## config.mk

```make
export PLATFORM = sky130hd
export DESIGN_NAME = conv4x4_engine
export DESIGN_NICKNAME = d
export VERILOG_FILES = /design/src/rtl/conv4x4_engine.sv
export SDC_FILE = /design/constraint.sdc
export NUM_CORES = 1
export LEC_CHECK = 0
export CAP_MARGIN = 40
export CORE_UTILIZATION = 52
export CTS_CLUSTER_DIAMETER = 120
export DETAILED_ROUTE_END_ITERATION = 16
export PLACE_DENSITY = 0.78
export SYNTH_ARGS = -nofsm -noshare
export SYNTH_HDL_FRONTEND = slang
export SYNTH_SLANG_ARGS = --single-unit
```

## constraint.sdc

```tcl
create_clock -name clk -period 9.3 [get_ports clk]
set_input_delay 1.395 -clock clk [delete_from_list [all_inputs] [get_ports clk]]
set_output_delay 1.395 -clock clk [all_outputs]
set_load 0.01 [all_outputs]
```

## src/rtl/conv4x4_engine.sv

```systemverilog
// conv4x4_engine
//   Loads a 4x4 signed 8-bit filter and slides it, stride 1, over a
//   PIC_DIM x PIC_DIM unsigned 8-bit picture. Each of the OUT_DIM x OUT_DIM
//   results is shifted right by SHIFT (arithmetic), saturated to a byte,
//   packed four per word (lane 0 = [31:24]) and written to word memory
//   starting at OUT_BASE.
//
//   Build option: define CONV_RELU_EN to saturate results to [0,255];
//   otherwise results saturate to the signed byte range [-128,127].
//
// Ports
//   clk, rst_n            clock, asynchronous active-low reset
//   start                 one-cycle request, accepted only when idle
//   busy, done            run in progress / one-cycle end-of-run pulse
//   M                     filter word address to the filter store
//   filter_out1..4        filter rows 0..3 (valid the cycle after M)
//   pix_row, pix_col      strip request: row and first column
//   pix_word              4-pixel strip, [31:24] = column pix_col
//   adr, in, we           word memory write port
module conv4x4_engine #(
  parameter int PIC_DIM  = 13,
  parameter int OUT_BASE = 256,
  parameter int SHIFT    = 4,
  parameter int FILT_M   = 0
) (
  input  logic        clk,
  input  logic        rst_n,
  input  logic        start,
  output logic        busy,
  output logic        done,
  output logic [31:0] M,
  input  logic [31:0] filter_out1,
  input  logic [31:0] filter_out2,
  input  logic [31:0] filter_out3,
  input  logic [31:0] filter_out4,
  output logic [3:0]  pix_row,
  output logic [3:0]  pix_col,
  input  logic [31:0] pix_word,
  output logic [31:0] adr,
  output logic [31:0] in,
  output logic        we
);
  localparam int OUT_DIM  = PIC_DIM - 3;
  localparam int LAST_IDX = OUT_DIM * OUT_DIM - 1;
  localparam int IDX_W    = $clog2(OUT_DIM * OUT_DIM);

  typedef enum logic [3:0] {
    S_IDLE, S_FLOAD, S_FCAP, S_R0, S_R1, S_R2, S_R3, S_QNT, S_WR, S_DONE
  } state_t;

  state_t              state;
  logic [31:0]         filt_reg [4];
  logic signed [20:0]  acc_reg;
  logic [31:0]         pack_reg;
  logic [3:0]          ox_reg, oy_reg;
  logic [IDX_W-1:0]    idx_reg;

  // Filter row used by the current accumulate state
  logic [31:0] frow;
  always_comb begin
    case (state)
      S_R1:    frow = filt_reg[1];
      S_R2:    frow = filt_reg[2];
      S_R3:    frow = filt_reg[3];
      default: frow = filt_reg[0];
    endcase
  end

  // Four column products: pixel zero-extended to 9 bits times signed tap
  logic signed [16:0] prod [4];
  genvar gi;
  generate
    for (gi = 0; gi < 4; gi++) begin : g_prod
      assign prod[gi] = $signed({1'b0, pix_word[31-8*gi -: 8]}) * $signed(frow[31-8*gi -: 8]);
    end
  endgenerate

  logic signed [20:0] row_sum;
  assign row_sum = 21'(prod[0]) + 21'(prod[1]) + 21'(prod[2]) + 21'(prod[3]);

  // Requantise and saturate
  logic signed [20:0] q;
  logic [7:0]         qbyte;
  assign q = acc_reg >>> SHIFT;
  always_comb begin
`ifdef CONV_RELU_EN
    if (q < 21'sd0)        qbyte = 8'h00;
    else if (q > 21'sd255) qbyte = 8'hFF;
    else                   qbyte = q[7:0];
`else
    if (q < -21'sd128)     qbyte = 8'h80;
    else if (q > 21'sd127) qbyte = 8'h7F;
    else                   qbyte = q[7:0];
`endif
  end

  // Pack register with the new byte dropped into lane idx mod 4
  logic [31:0] pack_ins;
  always_comb begin
    pack_ins = pack_reg;
    case (idx_reg[1:0])
      2'd0:    pack_ins[31:24] = qbyte;
      2'd1:    pack_ins[23:16] = qbyte;
      2'd2:    pack_ins[15:8]  = qbyte;
      default: pack_ins[7:0]   = qbyte;
    endcase
  end

  // Next output position in raster order
  logic [3:0] ox_adv, oy_adv;
  logic       is_last;
  always_comb begin
    if (ox_reg == 4'(OUT_DIM - 1)) begin
      ox_adv = 4'd0;
      oy_adv = oy_reg + 4'd1;
    end else begin
      ox_adv = ox_reg + 4'd1;
      oy_adv = oy_reg;
    end
  end
  assign is_last = (idx_reg == IDX_W'(LAST_IDX));

  always_ff @(posedge clk or negedge rst_n) begin
    if (!rst_n) begin
      state    <= S_IDLE;
      busy     <= 1'b0;
      done     <= 1'b0;
      we       <= 1'b0;
      adr      <= 32'd0;
      in       <= 32'd0;
      M        <= 32'd0;
      pix_row  <= 4'd0;
      pix_col  <= 4'd0;
      acc_reg  <= '0;
      pack_reg <= 32'd0;
      ox_reg   <= 4'd0;
      oy_reg   <= 4'd0;
      idx_reg  <= '0;
      for (int i = 0; i < 4; i++) filt_reg[i] <= 32'd0;
    end else begin
      case (state)
        S_IDLE: begin
          if (start) begin
            state    <= S_FLOAD;
            busy     <= 1'b1;
            M        <= 32'(FILT_M);
            pack_reg <= 32'd0;
          end
        end
        S_FLOAD: state <= S_FCAP;
        S_FCAP: begin
          filt_reg[0] <= filter_out1;
          filt_reg[1] <= filter_out2;
          filt_reg[2] <= filter_out3;
          filt_reg[3] <= filter_out4;
          ox_reg  <= 4'd0;
          oy_reg  <= 4'd0;
          idx_reg <= '0;
          pix_row <= 4'd0;
          pix_col <= 4'd0;
          state   <= S_R0;
        end
        S_R0: begin
          acc_reg <= row_sum;
          pix_row <= oy_reg + 4'd1;
          state   <= S_R1;
        end
        S_R1: begin
          acc_reg <= acc_reg + row_sum;
          pix_row <= oy_reg + 4'd2;
          state   <= S_R2;
        end
        S_R2: begin
          acc_reg <= acc_reg + row_sum;
          pix_row <= oy_reg + 4'd3;
          state   <= S_R3;
        end
        S_R3: begin
          acc_reg <= acc_reg + row_sum;
          state   <= S_QNT;
        end
        S_QNT: begin
          if (idx_reg[1:0] == 2'd3 || is_last) begin
            // Word complete: present it during WR and start a fresh word
            we       <= 1'b1;
            adr      <= 32'(OUT_BASE) + 32'(idx_reg >> 2);
            in       <= pack_ins;
            pack_reg <= 32'd0;
            state    <= S_WR;
          end else begin
            pack_reg <= pack_ins;
            ox_reg   <= ox_adv;
            oy_reg   <= oy_adv;
            idx_reg  <= idx_reg + 1'b1;
            pix_row  <= oy_adv;
            pix_col  <= ox_adv;
            state    <= S_R0;
          end
        end
        S_WR: begin
          we <= 1'b0;
          if (is_last) begin
            done  <= 1'b1;
            busy  <= 1'b0;
            state <= S_DONE;
          end else begin
            ox_reg  <= ox_adv;
            oy_reg  <= oy_adv;
            idx_reg <= idx_reg + 1'b1;
            pix_row <= oy_adv;
            pix_col <= ox_adv;
            state   <= S_R0;
          end
        end
        S_DONE: begin
          done  <= 1'b0;
          state <= S_IDLE;
        end
        default: state <= S_IDLE;
      endcase
    end
  end
endmodule

```

After elaboration in Yosys (flattened, before gate mapping)
Cells that the tools add are included.
{"block": "word_totals", "ff_bits": 271, "in_bits": 163, "output_inout_bits": 107, "elab_cells": 104}
{"block": "classes", "addsub": 10, "mul": 4, "n_lt_le_gt_ge": 2, "eq_ne": 19, "muxes": 34, "reduce_logical": 19}
{"operator": "$pmux W32 S3", "count": 1}
{"operator": "$mul A9 B8 Y17", "count": 4}
{"operator": "$mux W32", "count": 2}
{"operator": "$pmux W32 S2", "count": 1}
{"operator": "$mux W8", "count": 6}
{"operator": "$pmux W21 S2", "count": 1}
{"operator": "$mux W4", "count": 9}
{"operator": "$pmux W4 S9", "count": 1}
{"operator": "$pmux W4 S3", "count": 2}
{"operator": "$pmux W4 S6", "count": 1}
{"operator": "$add A21 B20 Y21", "count": 1}
{"operator": "$pmux W7 S3", "count": 1}
{"operator": "$add A19 B17 Y20", "count": 1}
{"operator": "$add A18 B17 Y19", "count": 1}
{"operator": "$add A17 B17 Y18", "count": 1}
{"operator": "$gt A17 B8 Y1 const B", "count": 1}
{"operator": "$lt A17 B8 Y1 const B", "count": 1}
{"operator": "$eq A4 B3 Y1 const B", "count": 4}
{"operator": "$mux W7", "count": 2}
{"operator": "$eq A4 B4 Y1 const B", "count": 3}
{"operator": "$add A9 B5 Y10 const A", "count": 1}
{"operator": "$ne A2 B2 Y1 const B", "count": 5}
{"operator": "$reduce_bool A2 Y1", "count": 5}
{"operator": "$reduce_and A3 Y1", "count": 3}
{"operator": "17 further kinds", "count": 30}

Depth between registers and ports, before layout
Gate-level depths: netlist of the first run.
{"block": "depth", "depth_word": 8, "depth_mapped": 42, "mapped_depth_nobuf": 39}

Worst setup path after synthesis of the first run
No wires, ideal clock.
{"block": "synth_path", "kind": "reg-to-reg", "from": "register state[1]", "to": "register acc_reg[20]", "setup_time_ns": 0.101, "arrival_time_ns": 9.192, "t_required_ns": 9.199, "setup_slack_ns": 0.007, "path_stages_with_launch": 37, "n_path_buf": 3, "synth_period_minus_slack_ns": 9.293, "path_cell_list": "dfrtp_1 buf_2 buf_1 buf_2 mux2i_1 a21oi_1 o22ai_1 nor2_1 fa_1 inv_1 fa_1 fa_1 inv_1 fa_1 fa_1 fa_1 fa_1 inv_1 fa_1 inv_1 ha_1 or3_1 o211a_1 o21ai_0 nand2b_1 a21oi_1 xnor2_1 ha_1 a21o_1 a21oi_1 nor3b_1 a211o_1 nand4_1 o211ai_1 nor2_1 o211a_1 nor4_1"}
{"block": "synth_between", "elab_chain_cells": 8, "word_cells_on_any_way": 16, "classes_between": "add/sub: 4; mul: 4; eq/ne: 4; mux: 2; reduce/logical: 2"}
{"item": "from (decl)", "line": "51", "text": "state_t state;"}
{"item": "from (signal assigned)", "line": "125", "text": "state <= S_IDLE;"}
{"item": "from (signal assigned)", "line": "144", "text": "state <= S_FLOAD;"}
{"item": "from (signal assigned)", "line": "150", "text": "S_FLOAD: state <= S_FCAP;"}
{"item": "$eq A4 B3 Y1", "line": "61, 141"}
{"item": "$pmux W32 S3", "line": "61", "text": "case (state)"}
{"item": "$mul A9 B8 Y17", "line": "74", "text": "assign prod[gi] = $signed({1'b0, pix_word[31-8*gi -: 8]}) * $signed(frow[31-8*gi -: 8]);"}
{"item": "$add A17 B17 Y18", "line": "79", "text": "assign row_sum = 21'(prod[0]) + 21'(prod[1]) + 21'(prod[2]) + 21'(prod[3]);"}
{"item": "$add A18 B17 Y19", "line": "79"}
{"item": "$add A19 B17 Y20", "line": "79"}
{"item": "$add A21 B20 Y21", "line": "169, 174, 179"}
{"item": "$pmux W21 S2", "line": "141", "text": "case (state)"}
{"item": "to (signal assigned)", "line": "169", "text": "acc_reg <= acc_reg + row_sum;"}
{"item": "to (signal assigned)", "line": "174", "text": "acc_reg <= acc_reg + row_sum;"}
{"item": "to (signal assigned)", "line": "179", "text": "acc_reg <= acc_reg + row_sum;"}
{"item": "to (decl)", "line": "53", "text": "logic signed [20:0] acc_reg;"}
Several ways; a longest one is shown, not always the timed one.
A chain may end at the register's enable or synchronous reset.

Worst setup path in the final report of the first run
{"block": "layout_path", "from": "register state[1]", "to": "register acc_reg[17]"}
The elaborated chain is that of the path after synthesis.

==> impl_metrics.csv, run 1 <==
group,metric,value,unit
synth,ys.flop_type,"dfrtp_1",
grt,grt_max_degree,121,
sta,worst_pin_slew,0.927,ns
sta,hold_viol,0,
placed_design,place_hpwl,47800,um
worst_setup_path,path_buf_inv,8,
worst_setup_path,cp_top_family,"adder cells",
min_path,hp-class,"reg -> reg",
worst_setup_path,rrSetupSlack,0.13,ns
synth,synth_area_leaders,"dfrtp_1, fa_1, ha_1",
synth,syn_inst,2573,
synth,synth_xor_area_share,1.71,%
synth,netlist.top_cell.by_area,"dfrtp_1",
final_layout,fin_util,65.2,%
worst_setup_path,crit_arrival,9.59,ns
worst_setup_path,path_class,"reg -> reg",
floorplan,die_h,210,um
synth,ys_seq_elements,245,
final_layout,layout_commonest_cell,"nand2_1",
sta,fin_crit_sh,98.6,%
synth,yosys.area_share.adder,31.4,%
final_layout,antennaDiodeCount,0,
worst_setup_path,crit_slowest_cell,"dfrtp_4",
synth,synth_top_area_share,27.1,%
clock_tree,clockBufferDepth,3,
synth,muxShareOfSynthArea,2.03,%
final_layout,drive_above_1_share,13.2,%
sta,hold-worst-slack,0.464,ns
sta,min_period,9.17,ns
clock_tree,cts_tree,"yes",
final_layout,syn2layout_area_growth,24.1,%
synth,synthSimpleGateAreaFrac,18.4,%
sta,rsz0062_at_grt,"true",
sta,report.final.slew_viol_count,0,
placed_design,numPortBuffers,211,
synth,synth_top_family_by_area,"adder cells",
clock_tree,clkSinkCount,245,
grt,grt_pass1_wl,96200,um
synth,synth-compound-area-share,9.53,%
sta,fmax,109,MHz
placed_design,gp_congestion,1.02,
synth,syn_avg_cell_area,8.78,um^2
synth,synth_edf_count,0,
final_layout,nNetsFinal,3531,
routing,drt-total-wl,60200,um
routing,drtIter0Drc,1475,
worst_setup_path,slowest_delay,0.55,ns
clock_tree,insertion_delay,0.54,ns
synth,ys_seq_area_share,27.1,%
floorplan,die_w,210,um
worst_setup_path,cp_common_cell,"fa_1",
final_layout,layout_common_cells,"nand2_1, inv_1, dfrtp_1",
synth,ys_types,64,
floorplan,die-area,44300,um^2
floorplan,io_pins,270,
sta,relSlewSlack,38.2,%
synth,syn-cell-area,22600,um^2
clock_tree,root_buffer,"clkbuf_16",
synth,synthArstFlopShare,100,%
grt,grt_overflow,0,
routing,viasPerCell,5.25,
grt,antenna_found_initial,0,
routing,drc_errors,0,
grt,track_usage,27.4,%
floorplan,core_area,43000,um^2
clock_tree,path_clk_slew,0.07,ns
synth,yosysWarnings,0,
sta,setup_ws,0.128,ns
clock_tree,h-tree-depth,1,
routing,drt-wirelength-per-cell,17.0,um
floorplan,initial_core_util,52.6,%
routing,num_vias,18643,
status,outcome,"finished, final reports clean",
floorplan,num_rows,76,
sta,finalSetupViolations,0,
sta,skew,0.00945,ns
worst_setup_path,endpoint_kind,"flop",
routing,dr.pass1.iters,7,
worst_setup_path,required,9.72,ns
placed_design,place_ws,-0.694,ns
flow_run,cap_violations,0,
final_layout,largest_reg_flops,128,
worst_setup_path,worstPathMaxFanout,8,
clock_tree,cts_made_buffers,26,
worst_setup_path,start_kind,"flop",
routing,antenna_left,0,
grt,grt_pass1_vias,18791,
[path summary, 6_finish.rpt]
check | start | to | depth (start not counted)
max in group asynchronous | rst_n | filt_reg[16]$_DFFE_PN0P_ | 2
hold reg to reg | adr[8]$_DFFE_PN0P_ | adr[8]$_DFFE_PN0P_ | 1
setup reg to reg | state[1]$_DFFE_PN0P_ | acc_reg[17]$_DFFE_PN0P_ | 35
setup / recovery | state[1]$_DFFE_PN0P_ | acc_reg[17]$_DFFE_PN0P_ | 35
hold / removal | adr[8]$_DFFE_PN0P_ | adr[8]$_DFFE_PN0P_ | 1
min in group asynchronous | rst_n | adr[8]$_DFFE_PN0P_ | 1
[metal layers]
| layer | track usage [%] | routed length [um] | vias to the layer above |
|---|---|---|---|
| met5 | 0 | 0 | - |
| met4 | 6.55 | 1320 | 0 |
| met3 | 3.25 | 3600 | 88 |
| met2 | 44.3 | 29100 | 597 |
| met1 | 39.4 | 26200 | 9247 |
| li1 | - | - | 8711 |
[repair_timing]
action | CTS | global route
hold buffers | 0 | 0
cloned | 0 | 2
endpoints found under the setup margin | 6 | 9
buffers inserted | 6 | 13
pin swaps | 8 | 54
resized for setup | 20 | 97
[layout make-up]
cell class / instances / area (um^2)
timing repair buffer: 435 / 3930
clock inverter: 12 / 153
inverter: 378 / 1420
clock buffer: 35 / 756
multi-input combinational: 1858 / 14900
fill: 3479 / 14900
tap: 585 / 732
sequential: 245 / 6130
[synthesized netlist by cell type (all sizes together), types with 12 or more instances]
cell,count
a21o,12
a21oi,107
a22o,28
and2,150
buf,79
clkbuf,70
dfrtp,245
fa,237
ha,187
inv,377
mux2,15
mux2i,29
nand2,574
nand2b,15
nand3,14
nor2,117
nor3,12
nor3b,22
o21ai,125
o22ai,13
xnor2,30
xor2,14
[worst reg2reg max path: cells and delay by family, from the launching register on]
| family | cells | cell delay (ns) |
|---|---|---|
| adders and majority gates | 10 | 4.69 |
| and+or+nand+nor | 5 | 0.56 |
| buffers and inverters | 8 | 0.82 |
| xor gates and xnor gates | 1 | 0.25 |
| AOI/OAI and AO/OA | 10 | 1.82 |
| muxes | 1 | 0.35 |
| DFF | 1 | 0.55 |
[kinds of logic after synthesis]
group	Yosys count
other	1
AOI/OAI and AO/OA	350
adders and majority gates	424
DFF	245
and+or+nand+nor	938
xor gates and xnor gates	44
muxes	44
buffers and inverters	527
[through the flow]
stage / cell area, um^2 / cells / setup TNS, ns
floorplan: 22800 / 2630 / 0
global placement: 26400 / 3478 / -3.46
detailed placement: 26500 / 3481 / -3.67
CTS: 27500 / 3534 / 0
global route: 28000 / 3548 / -0.904
finish: 28000 / 3548 / 0
Power of run 1 is not shown: default switching activity piles up to over one toggle a cycle in this logic, so the estimate is an artifact.
==> run 2, diff against run 1 <==
--- a/config.mk
+++ b/config.mk
@@ -6,10 +6,11 @@
 export NUM_CORES = 1
 export LEC_CHECK = 0
 export CAP_MARGIN = 40
-export CORE_UTILIZATION = 52
+export CORE_UTILIZATION = 60
 export CTS_CLUSTER_DIAMETER = 120
 export DETAILED_ROUTE_END_ITERATION = 16
-export PLACE_DENSITY = 0.78
+export DONT_BUFFER_PORTS = 1
+export PLACE_DENSITY = 0.79
 export SYNTH_ARGS = -nofsm -noshare
 export SYNTH_HDL_FRONTEND = slang
 export SYNTH_SLANG_ARGS = --single-unit
==> run 2 against run 1 <==
Fmax up 0.99%. Critical path depth up 1. Cell area down 9.7%. Utilization up 3.4 points. Critical path type unchanged. Highest routed layer unchanged.
==> impl_metrics.csv, run 2 (synthesized netlist as in run 1, its figures left out) <==
group,metric,value,unit
status,outcome,"finished, final reports clean",
final_layout,fill_cells,2816,
worst_setup_path,required,9.76,ns
worst_setup_path,path_class,"reg -> reg",
grt,grt_max_degree,246,
floorplan,initial_core_util,61.3,%
worst_setup_path,r2r_cells,36,
grt,antenna_found_initial,0,
grt,grt_pass1_vias,17322,
floorplan,die_w,196,um
floorplan,core_area,36900,um^2
sta,relSlewSlack,42.4,%
routing,drc_errors,0,
clock_tree,path_clk_slew,0.06,ns
sta,setup_ws,0.218,ns
clock_tree,cts_tree,"yes",
final_layout,largest_reg_flops,128,
final_layout,layout_commonest_cell,"nand2_1",
floorplan,num_rows,70,
placed_design,gp_congestion,1.00,
min_path,hp-class,"reg -> reg",
worst_setup_path,worstPathMaxFanout,8,
placed_design,placed_area,23400,um^2
floorplan,io_pins,270,
worst_setup_path,regToRegStartpoint,"state[1]$_DFFE_PN0P_",
worst_setup_path,endpoint_kind,"flop",
placed_design,place_hpwl,43200,um
final_layout,layout_common_cells,"nand2_1, inv_1, dfrtp_1",
routing,antenna_left,0,
grt,grt_pass1_wl,88300,um
final_layout,antennaDiodeCount,0,
sta,skew,0.0277,ns
floorplan,die_h,196,um
final_layout,final_area,25300,um^2
worst_setup_path,start_kind,"flop",
routing,viasPerCell,5.54,
floorplan,die-area,38400,um^2
routing,dr.pass1.iters,6,
clock_tree,clockBufferDepth,3,
sta,worst_pin_slew,0.864,ns
worst_setup_path,slowest_delay,0.62,ns
clock_tree,root_buffer,"clkbuf_16",
grt,track_usage,28.8,%
min_path,hold_depth,2,
grt,grt_overflow,0,
sta,fin_crit_sh,97.7,%
routing,drtIter0Drc,1285,
routing,num_vias,17491,
sta,hold_viol,0,
clock_tree,cts_made_buffers,27,
routing,drt-wirelength-per-cell,17.8,um
placed_design,place_ws,-0.277,ns
clock_tree,cts-hold-fix-buffers,0,
worst_setup_path,rrSetupSlack,0.22,ns
sta,rsz0062_at_grt,"true",
worst_setup_path,cp_common_cell,"fa_1",
clock_tree,h-tree-depth,1,
worst_setup_path,crit_arrival,9.54,ns
placed_design,numPortBuffers,0,
sta,report.final.slew_viol_count,0,
clock_tree,clkSinkCount,245,
worst_setup_path,startpoint,"state[1]$_DFFE_PN0P_",
worst_setup_path,reg2reg_to,"acc_reg[20]$_DFFE_PN0P_",
sta,finalSetupViolations,0,
sta,min_period,9.08,ns
worst_setup_path,endpoint,"acc_reg[20]$_DFFE_PN0P_",
routing,drt-total-wl,56300,um
clock_tree,insertion_delay,0.55,ns
final_layout,syn2layout_area_growth,12.0,%
worst_setup_path,crit_slowest_cell,"fa_1",
final_layout,drive_above_1_share,11.3,%
final_layout,nNetsFinal,3222,
sta,fmax,110,MHz
flow_run,cap_violations,0,
run 2: cell count changes in the layout (fill, tap and decap cells not counted), sizes merged:
cell and delta:
buf -102, bufinv +1, clkbuf +2, clkdlybuf4s50 -210, clkinv -5, inv +3
run 2: timing repair:
action                     in CTS  in global routing
resized for setup               9                131
gates cloned                    0                  5
setup endpoints to repair       6                  7
hold endpoints to repair        0                  0
pin swaps                       0                 99
buffers inserted                2                 31
run 2: per-layer routing:
metal | vias up | global-route usage, % | part of all wire [%]
li1 | 8100 | - | -
met3 | 91 | 4.50 | 7.4
met2 | 629 | 47.0 | 49
met1 | 8671 | 40.8 | 42
met5 | - | 0 | 0
met4 | 0 | 5.84 | 2.1
run 2: worst min path at each step:
stage	end	startpoint	slack, ns
2_1_floorplan	filt_reg[32]$_DFFE_PN0P_	filt_reg[32]$_DFFE_PN0P_	0.44
3_3_place_gp	filt_reg[46]$_DFFE_PN0P_	filt_reg[46]$_DFFE_PN0P_	0.45
3_5_place_dp	filt_reg[41]$_DFFE_PN0P_	filt_reg[41]$_DFFE_PN0P_	0.46
4_1_cts	filt_reg[41]$_DFFE_PN0P_	filt_reg[41]$_DFFE_PN0P_	0.47
5_1_grt	filt_reg[13]$_DFFE_PN0P_	filt_reg[13]$_DFFE_PN0P_	0.50
6_report	filt_reg[123]$_DFFE_PN0P_	filt_reg[123]$_DFFE_PN0P_	0.48
run 2: per-stage QoR:
stage,setup TNS [ns],hold WS [ns],cells,util [%]
2_1_floorplan,0,0.438,2630,-
3_3_place_gp,-0.00537,0.452,3069,63.4
3_5_place_dp,-0.662,0.456,3072,63.6
4_1_cts,0,0.473,3120,66.3
5_1_grt,-0.522,0.496,3156,68.6
6_report,0,0.476,3156,68.6
run 2: cell type report:
| type | count | area (um^2) | area share (%) |
|---|---|---|---|
| multi-input combinational | 1858 | 15000 | 59.2 |
| sequential | 245 | 6140 | 24.2 |
| timing repair buffer | 125 | 1200 | 4.75 |
| clock inverter | 11 | 180 | 0.712 |
| inverter | 378 | 1420 | 5.61 |
| clock buffer | 35 | 766 | 3.03 |
| tap | 504 | 631 | 2.49 |
run 2: worst max-delay path, delay by kind of cell (launching register included):
| family | cells | cell delay (ns) |
|---|---|---|
| adders and majority gates | 10 | 4.67 |
| AOI/OAI and AO/OA | 12 | 1.76 |
| and+or+nand+nor | 6 | 0.80 |
| buffers and inverters | 6 | 0.76 |
| DFF | 1 | 0.57 |
| muxes | 1 | 0.32 |
| xor gates and xnor gates | 1 | 0.10 |
Power of run 2 is left out for the same reason.
==> run 3, diff against run 2 <==
--- a/config.mk
+++ b/config.mk
@@ -6,6 +6,8 @@
 export NUM_CORES = 1
 export LEC_CHECK = 0
 export CAP_MARGIN = 40
+export CORE_ASPECT_RATIO = 0.75
+export CORE_MARGIN = 1
 export CORE_UTILIZATION = 60
 export CTS_CLUSTER_DIAMETER = 120
 export DETAILED_ROUTE_END_ITERATION = 16
==> run 3 against run 2 <==
Count of clock-buffer cells in the layout is 2 lower. Via count is 3.0% higher. Hold slack worse by 0.0017 ns. Final cell count is 0.51% higher. Fmax is 1.2% lower.
==> impl_metrics.csv, run 3 (synthesized netlist as in run 1, its figures left out) <==
group,metric,value,unit
final_layout,layout_common_cells,"nand2_1, inv_1, dfrtp_1",
worst_setup_path,crit_arrival,9.62,ns
grt,grt_overflow,0,
sta,fin_crit_sh,98.9,%
floorplan,core_area,37100,um^2
placed_design,place_hpwl,45900,um
routing,drc_errors,0,
worst_setup_path,required,9.73,ns
routing,num_vias,18010,
worst_setup_path,path_class,"reg -> reg",
routing,drtIter0Drc,1654,
grt,grt_pass1_wl,94100,um
clock_tree,clockBufferDepth,3,
sta,finalSetupViolations,0,
worst_setup_path,reg2reg_to,"acc_reg[20]$_DFFE_PN0P_",
worst_setup_path,startpoint,"state[2]$_DFFE_PN0P_",
grt,grt_max_degree,246,
final_layout,drive_above_1_share,11.9,%
sta,setup_ws,0.105,ns
placed_design,dp_cells,3081,
floorplan,num_rows,61,
final_layout,fill_cells,2774,
floorplan,die-area,38400,um^2
routing,antenna_left,0,
routing,viasPerCell,5.68,
worst_setup_path,slowest_delay,0.60,ns
min_path,hp-class,"reg -> reg",
flow_run,cap_violations,0,
placed_design,gp_congestion,0.940,
floorplan,die_w,226,um
worst_setup_path,rrSetupSlack,0.10,ns
clock_tree,insertion_delay,0.54,ns
clock_tree,cts_tree,"yes",
worst_setup_path,endpoint,"acc_reg[20]$_DFFE_PN0P_",
clock_tree,h-tree-depth,1,
grt,grt_pass1_vias,17970,
clock_tree,clkSinkCount,245,
clock_tree,cts_made_buffers,23,
sta,relSlewSlack,39.8,%
sta,report.final.slew_viol_count,0,
final_layout,syn2layout_area_growth,11.8,%
placed_design,place_ws,-0.247,ns
final_layout,layout_commonest_cell,"nand2_1",
clock_tree,path_clk_slew,0.07,ns
worst_setup_path,regToRegStartpoint,"state[2]$_DFFE_PN0P_",
worst_setup_path,crit_slowest_cell,"fa_1",
worst_setup_path,endpoint_kind,"flop",
clock_tree,root_buffer,"clkbuf_16",
sta,hold_viol,0,
worst_setup_path,cp_common_cell,"fa_1",
floorplan,initial_core_util,60.9,%
sta,fmax,109,MHz
routing,drt-wirelength-per-cell,19.0,um
sta,min_period,9.20,ns
floorplan,io_pins,270,
sta,rsz0062_at_grt,"true",
final_layout,largest_reg_flops,128,
final_layout,fin_cells,3172,
sta,worst_pin_slew,0.894,ns
routing,dr.pass1.iters,5,
final_layout,nNetsFinal,3237,
grt,antenna_found_initial,1,
worst_setup_path,worstPathMaxFanout,5,
worst_setup_path,start_kind,"flop",
grt,track_usage,31.2,%
worst_setup_path,r2r_cells,37,
floorplan,die_h,170,um
placed_design,numPortBuffers,0,
routing,drt-total-wl,60400,um
sta,skew,0.0241,ns
status,outcome,"finished, final reports clean",
run 3: repair_timing:
action,CTS,global route
resized for setup,27,116
endpoints found under the setup margin,6,10
cloned,1,4
setup buffers,8,35
pin swaps,4,81
hold buffers,0,0
run 3: worst min path at each step:
stage	to	depth (start not counted)	start	slack, ns
5_1_grt	filt_reg[79]$_DFFE_PN0P_	2	filt_reg[79]$_DFFE_PN0P_	0.50
3_3_place_gp	filt_reg[51]$_DFFE_PN0P_	2	filt_reg[51]$_DFFE_PN0P_	0.45
3_5_place_dp	filt_reg[20]$_DFFE_PN0P_	2	filt_reg[20]$_DFFE_PN0P_	0.46
6_report	filt_reg[46]$_DFFE_PN0P_	2	filt_reg[46]$_DFFE_PN0P_	0.47
4_1_cts	filt_reg[41]$_DFFE_PN0P_	2	filt_reg[41]$_DFFE_PN0P_	0.47
2_1_floorplan	filt_reg[32]$_DFFE_PN0P_	2	filt_reg[32]$_DFFE_PN0P_	0.44
run 3: stage by stage:
stage / hold slack [ns] / util (%) / setup TNS, ns / instance area (um^2)
final: 0.474 / 68.1 / 0 / 25300
after global routing: 0.496 / 68.1 / -0.573 / 25300
after CTS: 0.473 / 65.9 / 0 / 24400
after detailed placement: 0.457 / 63.3 / -0.649 / 23500
after global placement: 0.451 / 63.1 / -0.0330 / 23400
after floorplan: 0.438 / - / 0 / 22800
run 3: cell type report:
| type | instances | area (um^2) | share of cell area, % |
|---|---|---|---|
| clock buffers | 33 | 683 | 2.70 |
| multi-input cells | 1858 | 14900 | 59.1 |
| inverters | 378 | 1420 | 5.62 |
| well taps | 504 | 631 | 2.50 |
| repair buffers | 144 | 1340 | 5.32 |
| clock inverters | 9 | 114 | 0.451 |
| diodes | 1 | 2.50 | 0.00991 |
| flip-flops and latches | 245 | 6140 | 24.3 |
run 3: critical path: cells and delay by family, from the launching register on:
kind                     cells  cell delay [ns]
AO/OA/AOI/OAI               10             1.67
XOR/XNOR                     1             0.10
adder cells (fa/ha/maj)     10             4.70
buffers and inverters        8             0.97
flip-flops                   1             0.44
AND/OR/NAND/NOR              8             1.22
run 3: per-layer routing:
layer	GRT usage, %	routed length [um]	vias up
li1	-	-	8135
met5	0	0	-
met1	43.3	25200	8945
met2	50.4	28500	794
met4	9.20	1990	0
met3	5.21	4720	136
Power of run 3 is left out for the same reason.
